[src/rtl/mips20_pkg.sv]
// Shared definitions for the 20-bit MIPS-style pipeline.
// Holds default datapath/control widths and bit positions inside the control bundle.
package mips20_pkg;

  localparam int unsigned DATA_W_DEF  = 20;
  localparam int unsigned CTRL_W_DEF  = 10;
  localparam int unsigned ALUOP_W_DEF = 3;
  localparam int unsigned REG_AW_DEF  = 3;
  localparam int unsigned CNT_W_DEF   = 16;

  // Control bundle bit positions (bit 0 = regdest)
  localparam int unsigned CTRL_REGDEST  = 0;
  localparam int unsigned CTRL_REGWRITE = 1;
  localparam int unsigned CTRL_ALUSRC   = 2;
  localparam int unsigned CTRL_MEMREAD  = 3;
  localparam int unsigned CTRL_MEMWRITE = 4;
  localparam int unsigned CTRL_MEMTOREG = 5;
  localparam int unsigned CTRL_J        = 6;
  localparam int unsigned CTRL_BRANCH   = 7;
  localparam int unsigned CTRL_JMEM     = 8;
  localparam int unsigned CTRL_STW      = 9;

endpackage

[src/rtl/load_use_detect.sv]
// Load-use hazard detector: flags when the instruction waiting in ID reads the
// register that the load currently in EX will write.
// Ports:
//   i_out_valid  EX stage holds a real instruction
//   i_memread    EX instruction is a load
//   i_out_dst    EX destination register
//   i_in_valid   ID holds a real instruction
//   i_in_rs/rt   ID source registers
//   i_flush      stage is being squashed (no hazard reported)
//   o_hazard     load-use hazard (combinational)
module load_use_detect #(
  parameter int unsigned REG_AW = 3
) (
  input  logic              i_out_valid,
  input  logic              i_memread,
  input  logic [REG_AW-1:0] i_out_dst,
  input  logic              i_in_valid,
  input  logic [REG_AW-1:0] i_in_rs,
  input  logic [REG_AW-1:0] i_in_rt,
  input  logic              i_flush,
  output logic              o_hazard
);

  logic w_dst_nonzero;
  logic w_src_match;

  // r0 is hard-wired zero, so a load targeting it can never create a dependency
  assign w_dst_nonzero = (i_out_dst != '0);
  assign w_src_match   = (i_out_dst == i_in_rs) | (i_out_dst == i_in_rt);

  assign o_hazard = i_out_valid & i_memread & w_dst_nonzero & i_in_valid
                    & w_src_match & ~i_flush;

endmodule

[src/rtl/id_ex_pipe_reg.sv]
// ID/EX pipeline register with flush, downstream stall and load-use bubble
// insertion, plus a saturating count of inserted hazard bubbles.
// Ports:
//   clk, rst                 clock, async active-high reset
//   in_valid / in_ready      ID handshake (in_ready is combinational)
//   in_ctrl, in_aluop        control bundle and ALU op from ID
//   in_* datapath, in_rs/rt/dst  datapath fields and register addresses
//   flush, ex_stall, cnt_clr squash, hold, counter clear
//   out_*                    registered copies presented to EX
//   hazard                   load-use hazard (combinational)
//   hazard_cnt               number of hazard bubbles inserted (saturating)
module id_ex_pipe_reg
  import mips20_pkg::*;
#(
  parameter int unsigned DATA_W  = DATA_W_DEF,
  parameter int unsigned CTRL_W  = CTRL_W_DEF,
  parameter int unsigned ALUOP_W = ALUOP_W_DEF,
  parameter int unsigned REG_AW  = REG_AW_DEF,
  parameter int unsigned CNT_W   = CNT_W_DEF
) (
  input  logic               clk,
  input  logic               rst,
  input  logic               in_valid,
  output logic               in_ready,
  input  logic [CTRL_W-1:0]  in_ctrl,
  input  logic [ALUOP_W-1:0] in_aluop,
  input  logic [DATA_W-1:0]  in_shift_jump,
  input  logic [DATA_W-1:0]  in_pc_inc,
  input  logic [DATA_W-1:0]  in_rd1,
  input  logic [DATA_W-1:0]  in_rd2,
  input  logic [DATA_W-1:0]  in_sext,
  input  logic [DATA_W-1:0]  in_instr,
  input  logic [REG_AW-1:0]  in_rs,
  input  logic [REG_AW-1:0]  in_rt,
  input  logic [REG_AW-1:0]  in_dst,
  input  logic               flush,
  input  logic               ex_stall,
  input  logic               cnt_clr,
  output logic               out_valid,
  output logic [CTRL_W-1:0]  out_ctrl,
  output logic [ALUOP_W-1:0] out_aluop,
  output logic [DATA_W-1:0]  out_shift_jump,
  output logic [DATA_W-1:0]  out_pc_inc,
  output logic [DATA_W-1:0]  out_rd1,
  output logic [DATA_W-1:0]  out_rd2,
  output logic [DATA_W-1:0]  out_sext,
  output logic [DATA_W-1:0]  out_instr,
  output logic [REG_AW-1:0]  out_dst,
  output logic               hazard,
  output logic [CNT_W-1:0]   hazard_cnt
);

  logic               r_valid;
  logic [CTRL_W-1:0]  r_ctrl;
  logic [ALUOP_W-1:0] r_aluop;
  logic [DATA_W-1:0]  r_shift_jump;
  logic [DATA_W-1:0]  r_pc_inc;
  logic [DATA_W-1:0]  r_rd1;
  logic [DATA_W-1:0]  r_rd2;
  logic [DATA_W-1:0]  r_sext;
  logic [DATA_W-1:0]  r_instr;
  logic [REG_AW-1:0]  r_dst;
  logic [CNT_W-1:0]   r_hazard_cnt;

  logic w_hazard;
  logic w_load;
  logic w_bubble;
  logic w_cnt_inc;

  load_use_detect #(
    .REG_AW (REG_AW)
  ) u_detect (
    .i_out_valid (r_valid),
    .i_memread   (r_ctrl[CTRL_MEMREAD]),
    .i_out_dst   (r_dst),
    .i_in_valid  (in_valid),
    .i_in_rs     (in_rs),
    .i_in_rt     (in_rt),
    .i_flush     (flush),
    .o_hazard    (w_hazard)
  );

  // Edge priority: flush > ex_stall > hazard > load (hazard already excludes flush)
  assign w_bubble  = ~flush & ~ex_stall & (w_hazard | ~in_valid);
  assign w_load    = ~flush & ~ex_stall & ~w_hazard & in_valid;
  assign w_cnt_inc = w_hazard & ~ex_stall & (r_hazard_cnt != {CNT_W{1'b1}});

  // A flushed instruction counts as consumed, so ID may advance during flush
  assign in_ready = flush | (~ex_stall & ~w_hazard);
  assign hazard   = w_hazard;

  // Control half: cleared on flush/bubble so nothing downstream writes or branches
  always_ff @(posedge clk or posedge rst) begin
    if (rst) begin
      r_valid <= 1'b0;
      r_ctrl  <= '0;
      r_aluop <= '0;
    end else if (flush | w_bubble) begin
      r_valid <= 1'b0;
      r_ctrl  <= '0;
      r_aluop <= '0;
    end else if (w_load) begin
      r_valid <= 1'b1;
      r_ctrl  <= in_ctrl;
      r_aluop <= in_aluop;
    end
  end

  // Datapath half: only changes on a real load, holds through bubbles and stalls
  always_ff @(posedge clk or posedge rst) begin
    if (rst) begin
      r_shift_jump <= '0;
      r_pc_inc     <= '0;
      r_rd1        <= '0;
      r_rd2        <= '0;
      r_sext       <= '0;
      r_instr      <= '0;
      r_dst        <= '0;
    end else if (w_load) begin
      r_shift_jump <= in_shift_jump;
      r_pc_inc     <= in_pc_inc;
      r_rd1        <= in_rd1;
      r_rd2        <= in_rd2;
      r_sext       <= in_sext;
      r_instr      <= in_instr;
      r_dst        <= in_dst;
    end
  end

  // Saturating hazard-bubble counter; clear wins over increment
  always_ff @(posedge clk or posedge rst) begin
    if (rst) begin
      r_hazard_cnt <= '0;
    end else if (cnt_clr) begin
      r_hazard_cnt <= '0;
    end else if (w_cnt_inc) begin
      r_hazard_cnt <= r_hazard_cnt + CNT_W'(1);
    end
  end

  assign out_valid      = r_valid;
  assign out_ctrl       = r_ctrl;
  assign out_aluop      = r_aluop;
  assign out_shift_jump = r_shift_jump;
  assign out_pc_inc     = r_pc_inc;
  assign out_rd1        = r_rd1;
  assign out_rd2        = r_rd2;
  assign out_sext       = r_sext;
  assign out_instr      = r_instr;
  assign out_dst        = r_dst;
  assign hazard_cnt     = r_hazard_cnt;

endmodule

[config.mk]
export PLATFORM = sky130hd
export DESIGN_NAME = id_ex_pipe_reg
export DESIGN_NICKNAME = d
export VERILOG_FILES = /design/src/rtl/mips20_pkg.sv /design/src/rtl/load_use_detect.sv /design/src/rtl/id_ex_pipe_reg.sv
export SDC_FILE = /design/constraint.sdc
export NUM_CORES = 1
export LEC_CHECK = 0
export CAP_MARGIN = 15
export CORE_MARGIN = 10
export CORE_UTILIZATION = 44
export CTS_BUF_LIST = sky130_fd_sc_hd__clkbuf_16
export DETAILED_ROUTE_END_ITERATION = 6
export HOLD_SLACK_MARGIN = 0.03
export PLACE_DENSITY = 0.83
export SYNTH_ARGS = -nofsm -noshare
export SYNTH_HDL_FRONTEND = slang
export SYNTH_SLANG_ARGS = --single-unit
[constraint.sdc]
create_clock -name clk -period 10.71 [get_ports clk]
set_clock_uncertainty 0.1 [all_clocks]
set_input_delay 2.142 -clock clk [delete_from_list [all_inputs] [get_ports clk]]
set_output_delay 2.142 -clock clk [all_outputs]
set_load 0.01 [all_outputs]
# ---- Word-level counts from Yosys, hierarchy flattened
# Index checks and enable logic that the tools add are counted.
dict set report totals {
  in_bits 148
  output_inout_bits 155
  ff_bits 153
}
dict set report classes {
  n_bitwise 20
  reduce_logical 3
  mux 8
  addsub 1
  n_eq_ne 3
}
# cell n
set ops {}
lappend ops {{16-bit two-way mux} 2}
lappend ops {{10-bit two-way mux} 2}
lappend ops {{16-bit by 1-bit adder with 16-bit output, second input constant} 1}
lappend ops {{16-bit inequality test, second input constant} 1}
lappend ops {{1-bit AND} 12}
lappend ops {{3-bit == test} 2}
lappend ops {{3-bit two-way mux} 2}
lappend ops {{1-bit NOT} 4}
lappend ops {{1-bit bitwise OR} 4}
lappend ops {{2-bit nonzero test} 2}
lappend ops {{3-bit nonzero test} 1}
lappend ops {{1-bit two-way mux} 2}

# ---- Logic depth before layout (Yosys ltp)
# Gate-level depths: netlist of run 1.
dict set report depth {
  word_depth 10
  depth_mapped 7
  ltp_nobuf 6
}

# ---- By module
# From an unflattened synthesis of run 1, not the netlist that was laid out.
dict set report unflattened {
  hier_cells 416
  hier_area_um2 6107.1
}
# module seq_area_each_um2 instances cells_each area_per_inst_um2
set by_module_without_submodules {}
lappend by_module_without_submodules {id_ex_pipe_reg 3828.7 1 405 6018.3}
lappend by_module_without_submodules {load_use_detect 0.0 1 11 88.8}

# ---- Worst setup path before layout of run 1
# Ideal clock, no wire load.
dict set report synth_path {
  path_kind {input-to-output}
  start {input in_rt[1]}
  end {output in_ready}
  path_slack_ns 5.258
  t_required_ns 8.468
  t_arrival_ns 3.210
  n_path_buf 1
  stages 6
  cell_sequence {xor2_1 > nor3_1 > o21ai_4 > clkbuf_1 > inv_1 > nor2_1}
}
dict set report synth_between {
  elab_chain_cells 7
}
# item line
set synth_lines {}
lappend synth_lines {{from (decl)} id_ex_pipe_reg.sv:34} ;# input logic [REG_AW-1:0] in_rt,
lappend synth_lines {{3-bit == test} load_use_detect.sv:29} ;# assign w_src_match = (i_out_dst == i_in_rs) | (i_out_dst == i_in_rt);
lappend synth_lines {{1-bit bitwise OR} load_use_detect.sv:29}
lappend synth_lines {{1-bit AND (2 in series)} load_use_detect.sv:32} ;# & w_src_match & ~i_flush;
lappend synth_lines {{named net hazard} id_ex_pipe_reg.sv:49} ;# output logic hazard,
lappend synth_lines {{1-bit NOT} id_ex_pipe_reg.sv:89} ;# assign in_ready = flush | (~ex_stall & ~w_hazard);
lappend synth_lines {{1-bit AND} id_ex_pipe_reg.sv:89}
lappend synth_lines {{1-bit bitwise OR} id_ex_pipe_reg.sv:89}
lappend synth_lines {{to (decl)} id_ex_pipe_reg.sv:24} ;# output logic in_ready,
# The timed path passes the listed nets, and every way through them passes these cells.

# ---- Worst setup path in the final report of run 1
dict set report layout_path {
  start {input in_rt[1]}
  end {output in_ready}
}
dict set report layout_between {
  elab_chain_cells 7
}
# item line
set layout_lines {}
lappend layout_lines {{3-bit == test} load_use_detect.sv:29}
lappend layout_lines {{1-bit bitwise OR} load_use_detect.sv:29}
lappend layout_lines {{1-bit AND (2 in series)} load_use_detect.sv:32}
lappend layout_lines {{1-bit NOT} id_ex_pipe_reg.sv:89}
lappend layout_lines {{1-bit AND} id_ex_pipe_reg.sv:89}
lappend layout_lines {{1-bit bitwise OR} id_ex_pipe_reg.sv:89}
# No other way between the ends.

==> results of run 1 <==
## Yosys cell counts
| cell type | n |
|---|---|
| a21o_1 | 1 |
| nor4_1 | 6 |
| nand4_1 | 4 |
| o21ai_4 | 1 |
| nand2_1 | 6 |
| mux2_1 | 131 |
| or3_1 | 1 |
| clkbuf_1 | 6 |
| a21oi_1 | 2 |
| a22o_1 | 13 |
| mux2_2 | 5 |
| nor2_1 | 18 |
| buf_4 | 13 |
| ha_1 | 1 |
| and3_1 | 3 |
| xor2_1 | 6 |
| o31ai_1 | 2 |
| nor4_2 | 1 |
| buf_2 | 2 |
| dfrtp_1 | 153 |
| mux2i_1 | 1 |
| or4_1 | 1 |
| nor3_1 | 9 |
| nor2b_1 | 14 |
| nor3b_2 | 1 |
| nand4bb_1 | 1 |
| inv_1 | 3 |
| nor4b_1 | 2 |
| buf_6 | 2 |
| nand3_1 | 7 |
| nand2b_1 | 3 |
## cell type report
type                    instances  share of cell area, %
well taps                     180                   2.26
multi-input cells             240                   22.1
clock inverters                15                   1.87
flip-flops and latches        153                   38.5
repair buffers                307                   30.8
inverters                       3                  0.164
clock buffers                  17                   4.28
diodes                          1                 0.0252
## per-layer routing
| layer | up-vias | global-route usage (%) |
|---|---|---|
| li1 | 2102 | - |
| met4 | 0 | 7.27 |
| met1 | 2281 | 21.1 |
| met3 | 26 | 8.53 |
| met2 | 218 | 33.9 |
| met5 | - | 0 |
## through the flow
stage	utilization, %	worst slack (ns)
2_1_floorplan	-	4.35
3_3_place_gp	67.4	4.40
3_5_place_dp	67.4	4.40
4_1_cts	71.9	4.40
5_1_grt	71.9	4.24
6_report	71.9	4.40
## cells by family after synthesis
logic type	after synthesis	synth area share (%)
compound gates	19	2.63
xor+xnor	6	0.849
fa+ha+maj	1	0.202
buf+inv	26	2.65
flops	153	61.9
mux	137	24.9
simple gates	77	6.88
## how the worst max path moves through the flow
stage | to | slack, ns
after CTS | in_ready | 4.40
after detailed placement | in_ready | 4.40
after global placement | in_ready | 4.40
after global routing | in_ready | 4.24
after floorplan | hazard_cnt[0]$_DFFE_PP0P_ | 4.35
final | in_ready | 4.40
## power by group through the flow
stage	clock network [mW]	registers, mW	logic (mW)
6_report	0.618	0.716	0.406
5_1_grt	0.658	0.728	0.433
4_1_cts	0.630	0.717	0.414
3_5_place_dp	0	0.727	0.411
3_3_place_gp	0	0.720	0.402
2_1_floorplan	0	0.765	0.0888
## state kept, by name, indices dropped and copies added (netlist names), 10 cells and up
name            count
out_shift_jump     20
out_rd1            20
out_instr          20
hazard_cnt         16
out_pc_inc         20
out_ctrl           10
out_sext           20
out_rd2            20
==> impl_metrics.py, run 1 <==
metrics = {
    "logic_synthesis": {
        "synthesis.instances": 419,
        "netlist_top_cells_area": "dfrtp_1, mux2_1, a22o_1",
        "yosysTopAreaCell": "dfrtp_1",
        "synthDominantCellAreaShare_pct": 61.9,
        "synth_cell_types": 31,
        "syn_area_um2": 6190,
        "syn_area_per_cell_um2": 14.8,
        "synth_seq_cells": 153,
        "yosysWarnings": 0,
        "yosysSeqAreaShare_pct": 61.9,
        "syn_nets": 568,
    },
    "layout": {
        "register_area_um2": 3830,
        "drive_gt1_share_pct": 5.71,
        "fin_nets": 871,
        "layout_commonest_cell": "clkdlybuf4s50_1",
        "final_cell_mix": "clkdlybuf4s50_1, dfrtp_1, mux2_1",
        "fin_area_um2": 9950,
        "area_growth_pct": 60.7,
        "multi_input_area_um2": 2200,
        "nFillCells": 909,
        "finalNonFillerCells": 916,
    },
    "drt": {
        "drc_errors": 0,
        "route.met2.wl_um": 9910,
        "top_layer_used": "met4",
        "antenna_left": 0,
        "num_vias": 4627,
        "drt_iter0_markers": 291,
        "dr_wl_met3_um": 1790,
        "vias_per_cell": 5.05,
        "dr.pass1.iters": 4,
        "wl_met1_um": 7120,
        "totalWireLength_um": 19100,
        "wl_per_cell_um": 20.9,
    },
    "status": {
        "status": "completed",
    },
    "power": {
        "seq_power_share_pct": 41.2,
        "swShare_pct": 25.0,
        "p_per_area_nw_per_um2": 175,
        "power.share.clock_pct": 35.5,
        "p_leak_nw": 4.17,
        "finalPower_mw": 1.74,
        "p_int_mw": 1.31,
        "peakVddDrop_v": 0.000131,
        "power.switching_mw": 0.434,
        "combPwrFrac_pct": 23.3,
    },
    "timing": {
        "holdWs_ns": 0.382,
        "fin_tns_setup_ns": 0,
        "rsz0062_at_grt": "no",
        "finalHoldViolCount": 0,
        "relSlewSlack_pct": 31.8,
        "tightest_slew_ns": 1.02,
        "period_needed_ns": 6.31,
        "slew_viol_final": 0,
        "setup_viol": 0,
        "fmax_ghz": 0.159,
        "timing.final.crit_share_pct": 58.9,
    },
    "clocking": {
        "clk_latency_ns": 0.42,
        "cts_tree": "yes",
        "cts_buffers": 17,
        "post_cts_resized": 0,
        "htree_levels": 4,
        "cts-root-buf": "clkbuf_16",
        "clock_path_buffers": 2,
        "postCtsSetupBuffers": 0,
        "numClockSinks": 153,
        "clkTransAtPathRegs_ns": 0.06,
        "postCtsHoldBufs": 0,
    },
    "place": {
        "dp_hpwl_um": 14600,
        "portBuffers": 302,
        "gp_congestion": 0.818,
        "post-place-cells": 882,
        "placed_cell_area_um2": 9320,
    },
    "critical_path": {
        "crit_fanout": 19,
        "timing.rr.end": "out_pc_inc[17]$_DFFE_PP0P_",
        "r2r_slack_ns": 7.85,
        "slowest_delay_ns": 0.55,
        "cp_top_family": "buffers and inverters",
        "worstSetupPathType": "input pin to output port",
        "cp-startpoint": "in_rt[1]",
        "critical_path.most_common_cell": "clkdlybuf4s50_1",
        "arrival_ns": 4.07,
        "end_kind": "output port",
        "start_kind": "input pin",
        "crit_path_cell_trace": "clkdlybuf4s50_1 -> xor2_1 -> nor3_1 -> o21ai_4 -> inv_1 -> nor2_1 -> clkdlybuf4s50_1",
        "slowest_stage": "clkdlybuf4s50_1",
        "cp_num_buf_inv": 3,
        "reg2reg_from": "out_dst[2]$_DFFE_PP0P_",
        "reg2reg_depth": 6,
        "path_depth": 7,
        "required_ns": 8.47,
    },
    "min_path": {
        "holdPathStages": 1,
        "hold_path_end": "out_pc_inc[3]$_DFFE_PP0P_",
        "hp-start": "out_pc_inc[3]$_DFFE_PP0P_",
        "hp-class": "flip-flop to flip-flop",
    },
    "global_routing": {
        "antenna_found_initial": 1,
        "grt_pass1_wl_um": 29800,
        "grt-ovfl-total": 0,
        "first_global_vias": 5095,
        "track_usage_pct": 19.7,
        "grt_start_max_net_pins": 86,
    },
    "floorplan": {
        "fp.coreArea_um2": 13800,
        "rows": 43,
        "initial_core_util_pct": 44.7,
        "dieArea_um2": 19200,
        "die_w_um": 139,
        "io_pins": 303,
        "die_height_um": 139,
    },
    "flow_run": {
        "max_cap_viol_count": 0,
    },
}
(Power assumes the default switching activity.)
==> inputs of run 2 (changes only) <==
CORE_UTILIZATION = 37   (was 44)
PLACE_DENSITY = 0.74   (was 0.83)
clock period = 5.72 ns   (was 10.71 ns; I/O delays follow)
==> run 2 against run 1 <==
Compared with the run above:
- setup slack worse by 3.0 ns
- first-iteration DRC count down 22%
- global-route usage down 2.9 points
- register-to-register slack worse by 4.9 ns
- critical path depth unchanged
- design area up 0.24%
- die area up 16%
- worst hold slack better by 0.0020 ns
- final cell count up 4.3%
- wire length about the same
- flip-flop and latch count unchanged
- via count about the same
- critical endpoint unchanged
- largest cell class unchanged
- largest power group unchanged
- highest routed layer unchanged
==> impl_metrics.py, run 2 (synthesized netlist as in run 1, its figures left out) <==
metrics = {
    "flow_run": {
        "max_cap_viol_count": 0,
    },
    "place": {
        "dp_hpwl_um": 14600,
        "portBuffers": 302,
        "placed_cell_area_um2": 9410,
        "dp_worst_setup_slack_ns": 1.40,
        "gp_congestion": 0.830,
    },
    "layout": {
        "fin_nets": 871,
        "n_antenna_cell": 0,
        "fin_area_um2": 9970,
        "nFillCells": 1302,
        "layout_commonest_cell": "clkdlybuf4s50_1",
        "drive_gt1_share_pct": 5.71,
        "final_cell_mix": "clkdlybuf4s50_1, dfrtp_1, mux2_1",
        "area_growth_pct": 61.1,
    },
    "critical_path": {
        "crit_fanout": 19,
        "r2r_slack_ns": 2.99,
        "reg2reg_from": "out_dst[0]$_DFFE_PP0P_",
        "arrival_ns": 3.08,
        "start_kind": "input pin",
        "end_kind": "output port",
        "timing.rr.end": "out_pc_inc[12]$_DFFE_PP0P_",
        "required_ns": 4.48,
        "reg2reg_depth": 6,
        "worstSetupPathType": "input pin to output port",
    },
    "drt": {
        "drc_errors": 0,
        "dr.pass1.iters": 4,
        "drt_iter0_markers": 226,
        "totalWireLength_um": 19100,
        "wl_per_cell_um": 20.0,
        "antenna_left": 0,
        "num_vias": 4623,
        "vias_per_cell": 4.84,
    },
    "floorplan": {
        "rows": 47,
        "initial_core_util_pct": 37.6,
        "dieArea_um2": 22300,
        "die_height_um": 149,
        "fp.coreArea_um2": 16500,
        "die_w_um": 149,
        "io_pins": 303,
    },
    "power": {
        "combPwrFrac_pct": 23.8,
        "finalPower_mw": 3.17,
        "peakVddDrop_v": 0.000177,
        "power.switching_mw": 0.813,
        "swShare_pct": 25.7,
        "p_leak_nw": 4.14,
        "power.share.clock_pct": 33.9,
        "p_int_mw": 2.36,
        "seq_power_share_pct": 42.3,
        "p_per_area_nw_per_um2": 318,
    },
    "global_routing": {
        "first_global_vias": 4988,
        "track_usage_pct": 16.9,
        "grt_pass1_wl_um": 29300,
        "grt-ovfl-total": 0,
        "grt_start_max_net_pins": 88,
        "antenna_found_initial": 0,
    },
    "clocking": {
        "clock_path_buffers": 2,
        "postCtsSetupBuffers": 0,
        "post_cts_resized": 0,
        "numClockSinks": 153,
        "cts_tree": "yes",
        "cts-root-buf": "clkbuf_16",
        "clkTransAtPathRegs_ns": 0.06,
        "clk_latency_ns": 0.41,
        "htree_levels": 4,
        "cts_buffers": 17,
        "postCtsHoldBufs": 0,
    },
    "min_path": {
        "hold_path_end": "out_shift_jump[4]$_DFFE_PP0P_",
        "hp-class": "flip-flop to flip-flop",
        "holdPathStages": 1,
        "hp-start": "out_shift_jump[4]$_DFFE_PP0P_",
    },
    "timing": {
        "fin_tns_setup_ns": 0,
        "relSlewSlack_pct": 31.7,
        "fmax_ghz": 0.231,
        "period_needed_ns": 4.33,
        "slew_viol_final": 0,
        "holdWs_ns": 0.384,
        "fin_ws_ns": 1.39,
        "finalHoldViolCount": 0,
        "timing.final.crit_share_pct": 75.6,
        "rsz0062_at_grt": "no",
        "tightest_slew_ns": 1.02,
        "setup_viol": 0,
    },
    "status": {
        "status": "completed",
    },
}
run 2: per-stage QoR:
stage | instances | util [%]
2_1_floorplan | 419 | -
3_3_place_gp | 923 | 57.1
3_5_place_dp | 923 | 57.1
4_1_cts | 955 | 60.5
5_1_grt | 955 | 60.5
6_report | 955 | 60.5
run 2: layout make-up:
type,instances,area (um^2),area share [%]
clock buffers,17,425,4.27
multi-input cells,240,2200,22.1
inverters,3,16.3,0.163
clock inverters,15,138,1.38
flip-flops and latches,153,3830,38.4
repair buffers,307,3090,30.9
well taps,220,275,2.76
run 2: per-layer routing:
| metal | routed length (um) | vias to the layer above | GRT usage, % |
|---|---|---|---|
| li1 | - | 2093 | - |
| met1 | 7240 | 2264 | 18.6 |
| met2 | 9430 | 230 | 27.9 |
| met3 | 1920 | 36 | 8.01 |
| met4 | 503 | 0 | 5.99 |
| met5 | 0 | - | 0 |
run 2: how the worst max path moves through the flow:
stage,start,to,slack [ns],cells after the start
finish,in_rt[0],in_ready,1.39,7
global route,in_rt[0],in_ready,1.22,7
floorplan,rst,hazard_cnt[0]$_DFFE_PP0P_,0.35,1
detailed placement,in_rs[0],in_ready,1.40,7
CTS,in_rs[0],in_ready,1.38,7
global placement,in_rt[2],in_ready,1.41,7
run 2: power by group through the flow:
stage | sequential (mW) | clock [mW] | combinational (mW)
3_3_place_gp | 1.35 | 0 | 0.756
6_report | 1.34 | 1.07 | 0.755
5_1_grt | 1.36 | 1.15 | 0.808
4_1_cts | 1.34 | 1.10 | 0.773
3_5_place_dp | 1.36 | 0 | 0.770
2_1_floorplan | 1.43 | 0 | 0.166
run 2: worst max-delay path: stages:
cell and delay, ns:
clkdlybuf4s50_1 0.48, xor2_1 0.15, nor3_1 0.09, o21ai_4 0.43
inv_1 0.12, nor2_1 0.12, clkdlybuf4s50_1 0.54
==> inputs of run 3 (changes only) <==
clock period = 3.8 ns   (was 5.72 ns; I/O delays follow)
==> run 3 against run 2 <==
Compared with the run above:
- worst hold slack got worse by 0.0013 ns
- total power up 52%
- first-iteration DRC count shrank 21%
- combinational power up 52%
- global-route usage down 0.058 points
- critical path type unchanged
- sequential share of layout area decreased by 0.16 points
- non-clock buffer count rose by 4
- final cell count increased by 0.42%
- highest routed layer unchanged
- count of clock-buffer cells in the layout stayed put
- wire length increased by 0.38%
==> impl_metrics.py, run 3 (synthesized netlist as in run 1, its figures left out) <==
metrics = {
    "status": {
        "status": "completed",
    },
    "clocking": {
        "postCtsHoldBufs": 0,
        "post_cts_resized": 0,
        "htree_levels": 4,
        "clkTransAtPathRegs_ns": 0.06,
        "cts_buffers": 17,
        "numClockSinks": 153,
        "clk_latency_ns": 0.41,
        "postCtsSetupBuffers": 0,
        "clock_path_buffers": 2,
        "cts_tree": "yes",
        "cts-root-buf": "clkbuf_16",
    },
    "power": {
        "p_leak_nw": 4.16,
        "p_per_area_nw_per_um2": 481,
        "peakVddDrop_v": 0.000283,
        "finalPower_mw": 4.82,
    },
    "layout": {
        "area_growth_pct": 61.8,
        "finalNonFillerCells": 959,
        "fin_nets": 875,
        "drive_gt1_share_pct": 6.36,
        "register_area_um2": 3830,
        "multi_input_area_um2": 2200,
        "final_cell_mix": "clkdlybuf4s50_1, dfrtp_1, mux2_1",
        "layout_commonest_cell": "clkdlybuf4s50_1",
        "n_antenna_cell": 0,
        "nFillCells": 1288,
    },
    "floorplan": {
        "dieArea_um2": 22300,
        "die_w_um": 149,
        "io_pins": 303,
        "initial_core_util_pct": 37.6,
        "die_height_um": 149,
        "fp.coreArea_um2": 16500,
        "rows": 47,
    },
    "global_routing": {
        "grt-ovfl-total": 0,
        "grt_pass1_wl_um": 29100,
        "first_global_vias": 5065,
        "antenna_found_initial": 0,
        "track_usage_pct": 16.8,
        "grt_start_max_net_pins": 138,
    },
    "critical_path": {
        "reg2reg_depth": 8,
        "worstSetupPathType": "input pin to output port",
        "reg2reg_from": "out_dst[2]$_DFFE_PP0P_",
        "start_kind": "input pin",
        "required_ns": 2.94,
        "r2r_slack_ns": 1.03,
        "arrival_ns": 2.57,
        "crit_fanout": 2,
        "cp-startpoint": "flush",
        "end_kind": "output port",
        "timing.rr.end": "out_instr[19]$_DFFE_PP0P_",
    },
    "timing": {
        "setup_viol": 0,
        "timing.final.crit_share_pct": 90.2,
        "fmax_ghz": 0.292,
        "fin_tns_setup_ns": 0,
        "holdWs_ns": 0.383,
        "relSlewSlack_pct": 34.9,
        "slew_viol_final": 0,
        "rsz0062_at_grt": "no",
        "fin_ws_ns": 0.374,
        "finalHoldViolCount": 0,
        "period_needed_ns": 3.43,
        "tightest_slew_ns": 0.974,
    },
    "drt": {
        "drc_errors": 0,
        "antenna_left": 0,
        "totalWireLength_um": 19200,
        "drt_iter0_markers": 179,
        "wl_per_cell_um": 20.0,
        "vias_per_cell": 4.85,
        "dr.pass1.iters": 4,
        "num_vias": 4649,
    },
    "place": {
        "gp_congestion": 0.785,
        "dp_worst_setup_slack_ns": 0.272,
        "portBuffers": 302,
        "dp_hpwl_um": 14700,
        "post-place-cells": 927,
    },
    "min_path": {
        "hold_path_end": "out_shift_jump[15]$_DFFE_PP0P_",
        "hp-start": "out_shift_jump[15]$_DFFE_PP0P_",
        "holdPathStages": 1,
        "hp-class": "flip-flop to flip-flop",
    },
    "flow_run": {
        "max_cap_viol_count": 0,
    },
}
## run 3: routing by layer
metal	wire length [um]	track usage, %	share of wire (%)	vias up
li1	-	-	-	2110
met1	7380	18.3	39	2299
met2	9670	28.8	50	210
met3	1630	6.55	8.5	30
met4	482	6.82	2.5	0
met5	0	0	0	-
## run 3: final cells by class
type	instances	share of cell area, %
Inverter	3	0.150
Timing Repair Buffer	311	31.1
Clock buffer	17	4.25
Tap cell	220	2.75
Clock inverter	15	1.51
Sequential cell	153	38.2
Multi-Input combinational cell	240	22.0
## run 3: stage by stage
step	cell area, um^2	util (%)
after floorplan	6190	-
after global placement	9440	57.3
after detailed placement	9440	57.3
after CTS	10000	60.8
after global routing	10000	60.8
final	10000	60.8
## run 3: worst max-delay path by stage
stage | cells after the start | to | slack, ns
after floorplan | 1 | hazard_cnt[0]$_DFFE_PP0P_ | 1.01
after global placement | 9 | out_rd2[15]$_DFFE_PP0P_ | 0.35
after detailed placement | 9 | out_rd1[4]$_DFFE_PP0P_ | 0.27
after CTS | 6 | hazard | 0.33
after global routing | 6 | hazard | 0.26
final | 6 | hazard | 0.37
## run 3: power breakdown
group,switching [mW],total [mW],internal (mW)
clock network,0.681,1.65,0.968
logic,0.439,1.15,0.713
registers,0.136,2.02,1.88
total,1.26,4.82,3.56
## run 3: worst max-delay path: stages
cell and delay [ns]:
clkdlybuf4s50_1 0.42, nand2b_1 0.23, nor3_1 0.37, o21ai_4 0.09, inv_1 0.13, clkdlybuf4s50_1 0.56
